`config.mk`:
```
export PLATFORM = sky130hd
export DESIGN_NAME = leds_racer_frame_scheduler
export DESIGN_NICKNAME = d
export VERILOG_FILES = /design/src/rtl/leds_racer_pkg.sv /design/src/rtl/leds_racer_pixel_arbiter.sv /design/src/rtl/leds_racer_frame_scheduler.sv
export SDC_FILE = /design/constraint.sdc
export NUM_CORES = 1
export LEC_CHECK = 0
export BUFFER_PORTS_ARGS = -buffer_cell sky130_fd_sc_hd__buf_2
export CAP_MARGIN = 20
export CORE_MARGIN = 2
export CORE_UTILIZATION = 42
export CTS_CLUSTER_SIZE = 12
export DETAILED_ROUTE_END_ITERATION = 12
export GPL_TIMING_DRIVEN = 0
export PLACE_DENSITY = 0.72
export SLEW_MARGIN = 20
export SYNTH_ARGS = -nofsm -noshare
export SYNTH_HDL_FRONTEND = slang
export SYNTH_HIERARCHICAL = 1
export SYNTH_SLANG_ARGS = --single-unit
export TNS_END_PERCENT = 1
```
`constraint.sdc`:
```
create_clock -name clk -period 3.7 [get_ports clk]
set_input_delay 0.185 -clock clk [delete_from_list [all_inputs] [get_ports clk]]
set_output_delay 0.185 -clock clk [all_outputs]
set_load 0.005 [all_outputs]
```
`src/rtl/leds_racer_pkg.sv`:
```
// ---------------------------------------------------------------------------
// leds_racer_pkg
// Shared types and constants for the LEDs racer strip frame scheduler.
//   - Pixel colours (GRB, brightness 0x10)
//   - player_e : player index, also the rotating-priority encoding
//   - state_e  : frame scheduler FSM state (exported on dbg_state)
// ---------------------------------------------------------------------------
package leds_racer_pkg;

  localparam logic [23:0] COL_GREEN  = 24'h100000;
  localparam logic [23:0] COL_RED    = 24'h001000;
  localparam logic [23:0] COL_BLUE   = 24'h000010;
  localparam logic [23:0] COL_YELLOW = 24'h101000;
  localparam logic [23:0] COL_EMPTY  = 24'h000000;
  localparam logic [23:0] COL_FINISH = 24'h101010;

  typedef enum logic [1:0] {
    P_GREEN  = 2'd0,
    P_RED    = 2'd1,
    P_BLUE   = 2'd2,
    P_YELLOW = 2'd3
  } player_e;

  typedef enum logic [1:0] {
    ST_IDLE  = 2'd0,
    ST_LOAD  = 2'd1,
    ST_SEND  = 2'd2,
    ST_LATCH = 2'd3
  } state_e;

  function automatic logic [23:0] player_colour(input player_e p);
    case (p)
      P_GREEN:  return COL_GREEN;
      P_RED:    return COL_RED;
      P_BLUE:   return COL_BLUE;
      default:  return COL_YELLOW;
    endcase
  endfunction

  // G -> R -> B -> Y -> G
  function automatic player_e next_prio(input player_e p);
    return player_e'(2'(p) + 2'd1);
  endfunction

endpackage

```
`src/rtl/leds_racer_pixel_arbiter.sv`:
```
// ---------------------------------------------------------------------------
// leds_racer_pixel_arbiter
// Combinational colour selection for one LED index.
//   index  in  POS_W      LED index being coloured
//   pos    in  4 x POS_W  player positions, element 0 = green .. 3 = yellow
//   prio   in  player_e   player scanned first; scan wraps G,R,B,Y
//   colour out 24         GRB pixel value
// Optional: LEDS_RACER_FINISH_MARK_EN shows a white mark on the last LED
// when no player occupies it.
// ---------------------------------------------------------------------------
module leds_racer_pixel_arbiter
  import leds_racer_pkg::*;
#(
  parameter int MAX_POS = 109,
  parameter int POS_W   = $clog2(MAX_POS + 1)
) (
  input  logic [POS_W-1:0]      index,
  input  logic [3:0][POS_W-1:0] pos,
  input  player_e               prio,
  output logic [23:0]           colour
);

  logic       found;
  logic [1:0] p;

  always_comb begin
    colour = COL_EMPTY;
    found  = 1'b0;
    p      = 2'd0;
    // Scan players starting at prio; 2-bit add gives the wrap-around.
    for (int k = 0; k < 4; k++) begin
      p = 2'(prio) + 2'(k);
      if (!found && (pos[p] == index)) begin
        colour = player_colour(player_e'(p));
        found  = 1'b1;
      end
    end
`ifdef LEDS_RACER_FINISH_MARK_EN
    if (!found && (index == POS_W'(MAX_POS))) begin
      colour = COL_FINISH;
    end
`endif
  end

endmodule

```
`src/rtl/leds_racer_frame_scheduler.sv`:
```
// ---------------------------------------------------------------------------
// leds_racer_frame_scheduler
// Sequences one LED-strip refresh frame: snapshot the four player positions,
// stream pixels 0..MAX_POS to the serial encoder, then hold the latch gap.
//   clk, rst        clock, asynchronous active-high reset
//   enable          1 = refresh continuously, 0 = park in IDLE after the gap
//   *_pos           player positions (sampled only in LOAD, clamped)
//   pixel_data      GRB pixel for current index (registered)
//   pixel_valid     pixel_data valid
//   pixel_ready     encoder accepts a pixel
//   frame_done      1-cycle pulse on acceptance of pixel MAX_POS
//   busy            high in LOAD/SEND/LATCH
//   dbg_state       current FSM state
// Handshake: a pixel transfers on a cycle where pixel_valid & pixel_ready;
// while valid & !ready, pixel_data and the index are held; valid never
// drops before the transfer.
// Optional: LEDS_RACER_FINISH_MARK_EN (finish mark, see pixel arbiter).
// ---------------------------------------------------------------------------
module leds_racer_frame_scheduler
  import leds_racer_pkg::*;
#(
  parameter int MAX_POS       = 109,
  parameter int LATCH_CLK_CNT = 2500,
  parameter int POS_W         = $clog2(MAX_POS + 1)
) (
  input  logic             clk,
  input  logic             rst,
  input  logic             enable,
  input  logic [POS_W-1:0] green_pos,
  input  logic [POS_W-1:0] red_pos,
  input  logic [POS_W-1:0] blue_pos,
  input  logic [POS_W-1:0] yellow_pos,
  output logic [23:0]      pixel_data,
  output logic             pixel_valid,
  input  logic             pixel_ready,
  output logic             frame_done,
  output logic             busy,
  output state_e           dbg_state
);

  localparam int               CNT_W    = $clog2(LATCH_CLK_CNT + 1);
  localparam logic [POS_W-1:0] LAST     = POS_W'(MAX_POS);
  localparam logic [CNT_W-1:0] CNT_LAST = CNT_W'(LATCH_CLK_CNT - 1);

  state_e                state_q, state_d;
  logic [POS_W-1:0]      index_q;
  logic [CNT_W-1:0]      latch_cnt_q;
  player_e               prio_q;
  logic [3:0][POS_W-1:0] snap_q, live_pos, arb_pos;
  logic [POS_W-1:0]      arb_index;
  logic [23:0]           arb_colour;
  logic                  accept, last_accept, latch_end;

  function automatic logic [POS_W-1:0] clamp(input logic [POS_W-1:0] v);
    return (v > LAST) ? LAST : v;
  endfunction

  assign live_pos    = {clamp(yellow_pos), clamp(blue_pos), clamp(red_pos), clamp(green_pos)};
  assign accept      = (state_q == ST_SEND) && pixel_ready;
  assign last_accept = accept && (index_q == LAST);
  assign latch_end   = (state_q == ST_LATCH) && (latch_cnt_q == CNT_LAST);

  // The arbiter looks one pixel ahead so pixel_data can be a register:
  // in LOAD it colours index 0 from the live (about to be snapshotted)
  // positions; in SEND it colours the index that follows the current one.
  assign arb_index = (state_q == ST_LOAD) ? '0 : index_q + 1'b1;
  assign arb_pos   = (state_q == ST_LOAD) ? live_pos : snap_q;

  leds_racer_pixel_arbiter #(
    .MAX_POS (MAX_POS),
    .POS_W   (POS_W)
  ) u_arbiter (
    .index  (arb_index),
    .pos    (arb_pos),
    .prio   (prio_q),
    .colour (arb_colour)
  );

  always_comb begin
    state_d = state_q;
    case (state_q)
      ST_IDLE:  if (enable) state_d = ST_LOAD;
      ST_LOAD:  state_d = ST_SEND;
      ST_SEND:  if (last_accept) state_d = ST_LATCH;
      ST_LATCH: if (latch_end) state_d = enable ? ST_LOAD : ST_IDLE;
      default:  state_d = ST_LATCH;
    endcase
  end

  always_ff @(posedge clk or posedge rst) begin
    if (rst) begin
      state_q     <= ST_LATCH;
      latch_cnt_q <= '0;
      index_q     <= '0;
      prio_q      <= P_GREEN;
      snap_q      <= '0;
      pixel_data  <= '0;
    end else begin
      state_q <= state_d;
      case (state_q)
        ST_LOAD: begin
          snap_q     <= live_pos;
          index_q    <= '0;
          pixel_data <= arb_colour;
        end
        ST_SEND: begin
          if (accept) begin
            if (index_q == LAST) begin
              pixel_data  <= '0;
              prio_q      <= next_prio(prio_q);
              latch_cnt_q <= '0;
            end else begin
              index_q    <= index_q + 1'b1;
              pixel_data <= arb_colour;
            end
          end
        end
        ST_LATCH: latch_cnt_q <= latch_end ? '0 : latch_cnt_q + 1'b1;
        default: ;
      endcase
    end
  end

  assign pixel_valid = (state_q == ST_SEND);
  assign frame_done  = last_accept;
  assign busy        = (state_q != ST_IDLE);
  assign dbg_state   = state_q;

endmodule

```
==> impl_metrics.prom <==
# TYPE chip_impl_metric gauge
chip_impl_info{name="worst_path_dominant_cell_family",value="simple AND/OR/NAND/NOR gates"} 1
chip_impl_metric{name="start_util",unit="%"} 42.61
chip_impl_metric{name="dp_cells",unit=""} 650
chip_impl_metric{name="detail_route.wl_per_cell",unit="um"} 16.43
chip_impl_metric{name="die-width",unit="um"} 110.9
chip_impl_metric{name="max_freq",unit="GHz"} 0.2872
chip_impl_metric{name="placementRows",unit=""} 39
chip_impl_metric{name="die_y",unit="um"} 110.9
chip_impl_metric{name="crit_path_time_final",unit="ns"} 3.482
chip_impl_metric{name="seqPwrFrac",unit="%"} 38.6
chip_impl_info{name="timing.critical_path.slowest_stage_cell",value="dfstp_2"} 1
chip_impl_info{name="synth_largest_area_cell",value="dfrtp_1"} 1
chip_impl_metric{name="final_core_util",unit="%"} 51.27
chip_impl_metric{name="htree_levels",unit=""} 3
chip_impl_metric{name="first_pass_grt_wire_length",unit="um"} 19030
chip_impl_metric{name="ios",unit=""} 61
chip_impl_info{name="path_common_cell",value="buf_4"} 1
chip_impl_metric{name="routed_wirelength",unit="um"} 10960
chip_impl_metric{name="dr.first_iter.drc_count",unit=""} 268
chip_impl_metric{name="postSynthCellCount",unit=""} 426
chip_impl_info{name="worstSetupStartpoint",value="dbg_state[0]$_DFFE_PP1P_"} 1
chip_impl_metric{name="critical_path_required",unit="ns"} 3.92
chip_impl_metric{name="max_cap_viol_count",unit=""} 0
chip_impl_metric{name="synth-edff-count",unit=""} 0
chip_impl_info{name="worstHoldPathType",value="primary input to flop"} 1
chip_impl_info{name="cts_root_buffer",value="clkbuf_16"} 1
chip_impl_metric{name="finalNonFillerCells",unit=""} 667
chip_impl_metric{name="ir_drop",unit="V"} 0.0002940
chip_impl_metric{name="timing.clock.skew",unit="ns"} 0.008720
chip_impl_metric{name="gp_congestion",unit=""} 0.8046
chip_impl_metric{name="n_antenna_cell",unit=""} 0
chip_impl_metric{name="worst_ep_arrival_time",unit="ns"} 3.70
chip_impl_metric{name="post-dp-hpwl",unit="um"} 8213
chip_impl_metric{name="remaining_drc_errors",unit=""} 0
chip_impl_metric{name="full_die_area",unit="mm2"} 0.01231
chip_impl_metric{name="numCtsBuffers",unit=""} 9
chip_impl_metric{name="dpl_cell_area",unit="mm2"} 0.005388
chip_impl_metric{name="clkSlewWorstSetupHoldPaths",unit="ns"} 0.06
chip_impl_metric{name="clk-insertion-delay-late",unit="ns"} 0.34
chip_impl_metric{name="synthArstFlopShare",unit="%"} 100.0
chip_impl_metric{name="grt_antenna_before_repair",unit=""} 0
chip_impl_metric{name="via_count_of_the_first_global_routing_pass",unit=""} 3759
chip_impl_metric{name="power_frac_clock",unit="%"} 37.4
chip_impl_metric{name="synth_sequential_area_ratio",unit="%"} 39.12
chip_impl_metric{name="internal-power",unit="uW"} 1721
chip_impl_metric{name="syn2layout_area_growth",unit="%"} 20.32
chip_impl_metric{name="cts.sinks",unit=""} 75
chip_impl_metric{name="synth.distinct_cells",unit=""} 62
chip_impl_metric{name="worst_slew_pin_slew",unit="ns"} 0.7640
chip_impl_metric{name="track_usage",unit="%"} 18.99
chip_impl_metric{name="fin_worst_hold_slack",unit="ns"} 0.1645
chip_impl_info{name="cts_tree",value="built"} 1
chip_impl_metric{name="maxSlewHeadroom",unit="%"} 48.91
chip_impl_info{name="critical_path_endpoint_category",value="flop"} 1
chip_impl_metric{name="dr_total_vias",unit=""} 3682
chip_impl_metric{name="via_per_inst",unit=""} 5.520
chip_impl_metric{name="port_buffers",unit=""} 60
chip_impl_metric{name="coreArea",unit="mm2"} 0.01127
chip_impl_info{name="post_synth_most_frequent_cells",value="dfrtp_1, a22o_1, xnor2_1"} 1
chip_impl_info{name="post_synth_main_area_contributors",value="dfrtp_1, mux4_2, a22o_1"} 1
chip_impl_metric{name="slew_violations",unit=""} 0
chip_impl_info{name="dominant_register_cell_in_the_synthesized_netlist",value="dfrtp_1"} 1
chip_impl_metric{name="synthesis.yosys.warnings",unit=""} 6
chip_impl_metric{name="maximum_number_of_pins_on_one_net_before_global_route_repair",unit=""} 46
chip_impl_metric{name="combinationalPowerShare",unit="%"} 24.0
chip_impl_metric{name="worstPathMaxFanout",unit=""} 10
chip_impl_metric{name="final-hold-violation-count",unit=""} 0
chip_impl_metric{name="final_setup_violation_count",unit=""} 0
chip_impl_metric{name="n_fill_cell",unit=""} 997
chip_impl_info{name="timing.critical_path.cells",value="ha_4 -> buf_4 -> buf_4 -> o22ai_1 -> mux4_1 -> xor2_1 -> nor4_4 -> nand4_2 -> and3b_1 -> a211oi_2 -> o31ai_2 -> a22o_1"} 1
chip_impl_metric{name="postRouteAntennaNets",unit=""} 0
chip_impl_metric{name="grt.overflow.total",unit=""} 0
chip_impl_metric{name="final_cell_area",unit="mm2"} 0.005779
chip_impl_info{name="reg2reg_launch_point",value="dbg_state[0]$_DFFE_PP1P_"} 1
chip_impl_info{name="crit_path_start_kind",value="flop"} 1
chip_impl_metric{name="critPathMaxStageDelay",unit="ns"} 0.58
chip_impl_metric{name="nets",unit=""} 564
chip_impl_metric{name="worstPathBufferInverterCount",unit=""} 2
chip_impl_metric{name="max-clock-path-buffers",unit=""} 2
chip_impl_info{name="critical_path_class",value="flop to flop"} 1
chip_impl_info{name="run_status",value="finished clean"} 1
chip_impl_metric{name="p_sw",unit="uW"} 711.8
chip_impl_metric{name="swShare",unit="%"} 29.26
chip_impl_metric{name="firstDrtPassIters",unit=""} 4
chip_impl_metric{name="netlist_area",unit="mm2"} 0.004803
chip_impl_info{name="synth.most_common_cell",value="dfrtp_1"} 1
chip_impl_metric{name="cellLeakagePower",unit="uW"} 0.002512
chip_impl_metric{name="synthDominantCellAreaShare",unit="%"} 38.03
chip_impl_metric{name="synth_seq_cells",unit=""} 75
chip_impl_metric{name="drive_gt1_share",unit="%"} 30.73
chip_impl_metric{name="synth.avg_cell_area",unit="um2"} 11.28
chip_impl_info{name="hold_wc_startpoint",value="yellow_pos[5]"} 1
chip_impl_metric{name="timing.final.crit_share",unit="%"} 94.10
chip_impl_metric{name="total_power",unit="uW"} 2432
chip_impl_metric{name="power_per_cell_area",unit="mW/mm2"} 420.9
through the flow:
| step | setup WS (ns) | setup TNS (ns) |
|---|---|---|
| 4_1_cts | 0.04730 | 0 |
| 3_5_place_dp | -0.6568 | -1.634 |
| 2_1_floorplan | 0.08095 | 0 |
| 6_report | 0.2182 | 0 |
| 3_3_place_gp | -0.5812 | -1.367 |
| 5_1_grt | -0.04217 | -0.04217 |
final cells by class:
type | instances | area, um2 | area share [%]
buffer | 39 | 276.5 | 4.785
clock buffer | 11 | 252.7 | 4.373
clock inverter | 5 | 60.06 | 1.039
inverter | 22 | 85.08 | 1.472
multi-input combinational | 308 | 2691 | 46.57
sequential | 75 | 1882 | 32.56
tap | 143 | 178.9 | 3.096
timing repair buffer | 64 | 352.8 | 6.105
repair_timing:
item                       in CTS  in global routing
hold buffers                    1                  0
setup buffers                   0                  2
gates resized for setup         7                 14
setup endpoints to repair       3                  3
hold endpoints to repair       30                  0
pin swaps                       1                  1
metal layers:
layer	track usage, %	part of all wire, %	up-vias	routed length [um]
met4	5.417	1.5	0	161
met3	4.046	4.1	10	446
met2	31.78	51	96	5557
met5	0	0	-	0
met1	25.04	44	1819	4790
li1	-	-	1757	-
final timing paths:
check / endpoint / slack [ns] / cells past startpoint
min in group asynchronous: pixel_data[9]$_DFFE_PP0P_ / 0.40 / 3
max in group asynchronous: dbg_state[0]$_DFFE_PP1P_ / 2.68 / 4
max reg2reg: pixel_data[4]$_DFFE_PP0P_ / 0.22 / 12
min reg2reg: pixel_data[8]$_DFFE_PP0P_ / 0.50 / 1
min: snap_q[26]$_DFF_PP0_ / 0.16 / 2
max: pixel_data[4]$_DFFE_PP0P_ / 0.22 / 12
state kept, by name (all words and copies together), names as in the netlist:
name	count
dbg_state	2
index_q	7
latch_cnt_q	12
pixel_data	24
prio_q	2
snap_q	28
worst register-to-register path: stages (launching register included):
cell	delay (ns)
dfstp_2	0.58
ha_4	0.21
buf_4	0.21
buf_4	0.20
o22ai_1	0.17
mux4_1	0.57
xor2_1	0.19
nor4_4	0.30
nand4_2	0.19
and3b_1	0.23
a211oi_2	0.22
o31ai_2	0.09
a22o_1	0.21
cells by family after synthesis:
logic type | after synthesis | synth area share (%)
AO/OA/AOI/OAI | 109 | 17.35
AND/OR/NAND/NOR | 93 | 10.60
flip-flops | 75 | 39.12
buffers and inverters | 63 | 7.215
multiplexers | 39 | 16.23
XOR/XNOR | 33 | 6.017
adder cells (fa/ha/maj) | 13 | 3.386
other | 1 | 0.07807
cell usage in the layout (no fill, tap or decap), types with 7 or more instances in the layout:
cell type and count:
dfrtp_1 71, buf_2 63, a22o_1 32, buf_4 27, xnor2_1 24, nand2_1 22, inv_1 21, mux4_2 21
conb_1 21, o21ai_0 19, nor2_1 18, nand3_1 17, o22a_1 12, ha_1 11, xor2_1 9, mux2_2 9
clkbuf_16 9, a21oi_1 8, nor3_1 7, mux4_1 7
power groups by stage:
stage	Sequential (uW)	Clock [uW]	Combinational (uW)
finish	939	909	584
global route	950	964	643
CTS	940	928	577
detailed placement	955	0	573
global placement	950	0	548
floorplan	946	0	435
Note: power is estimated with default switching activity, not from simulation.
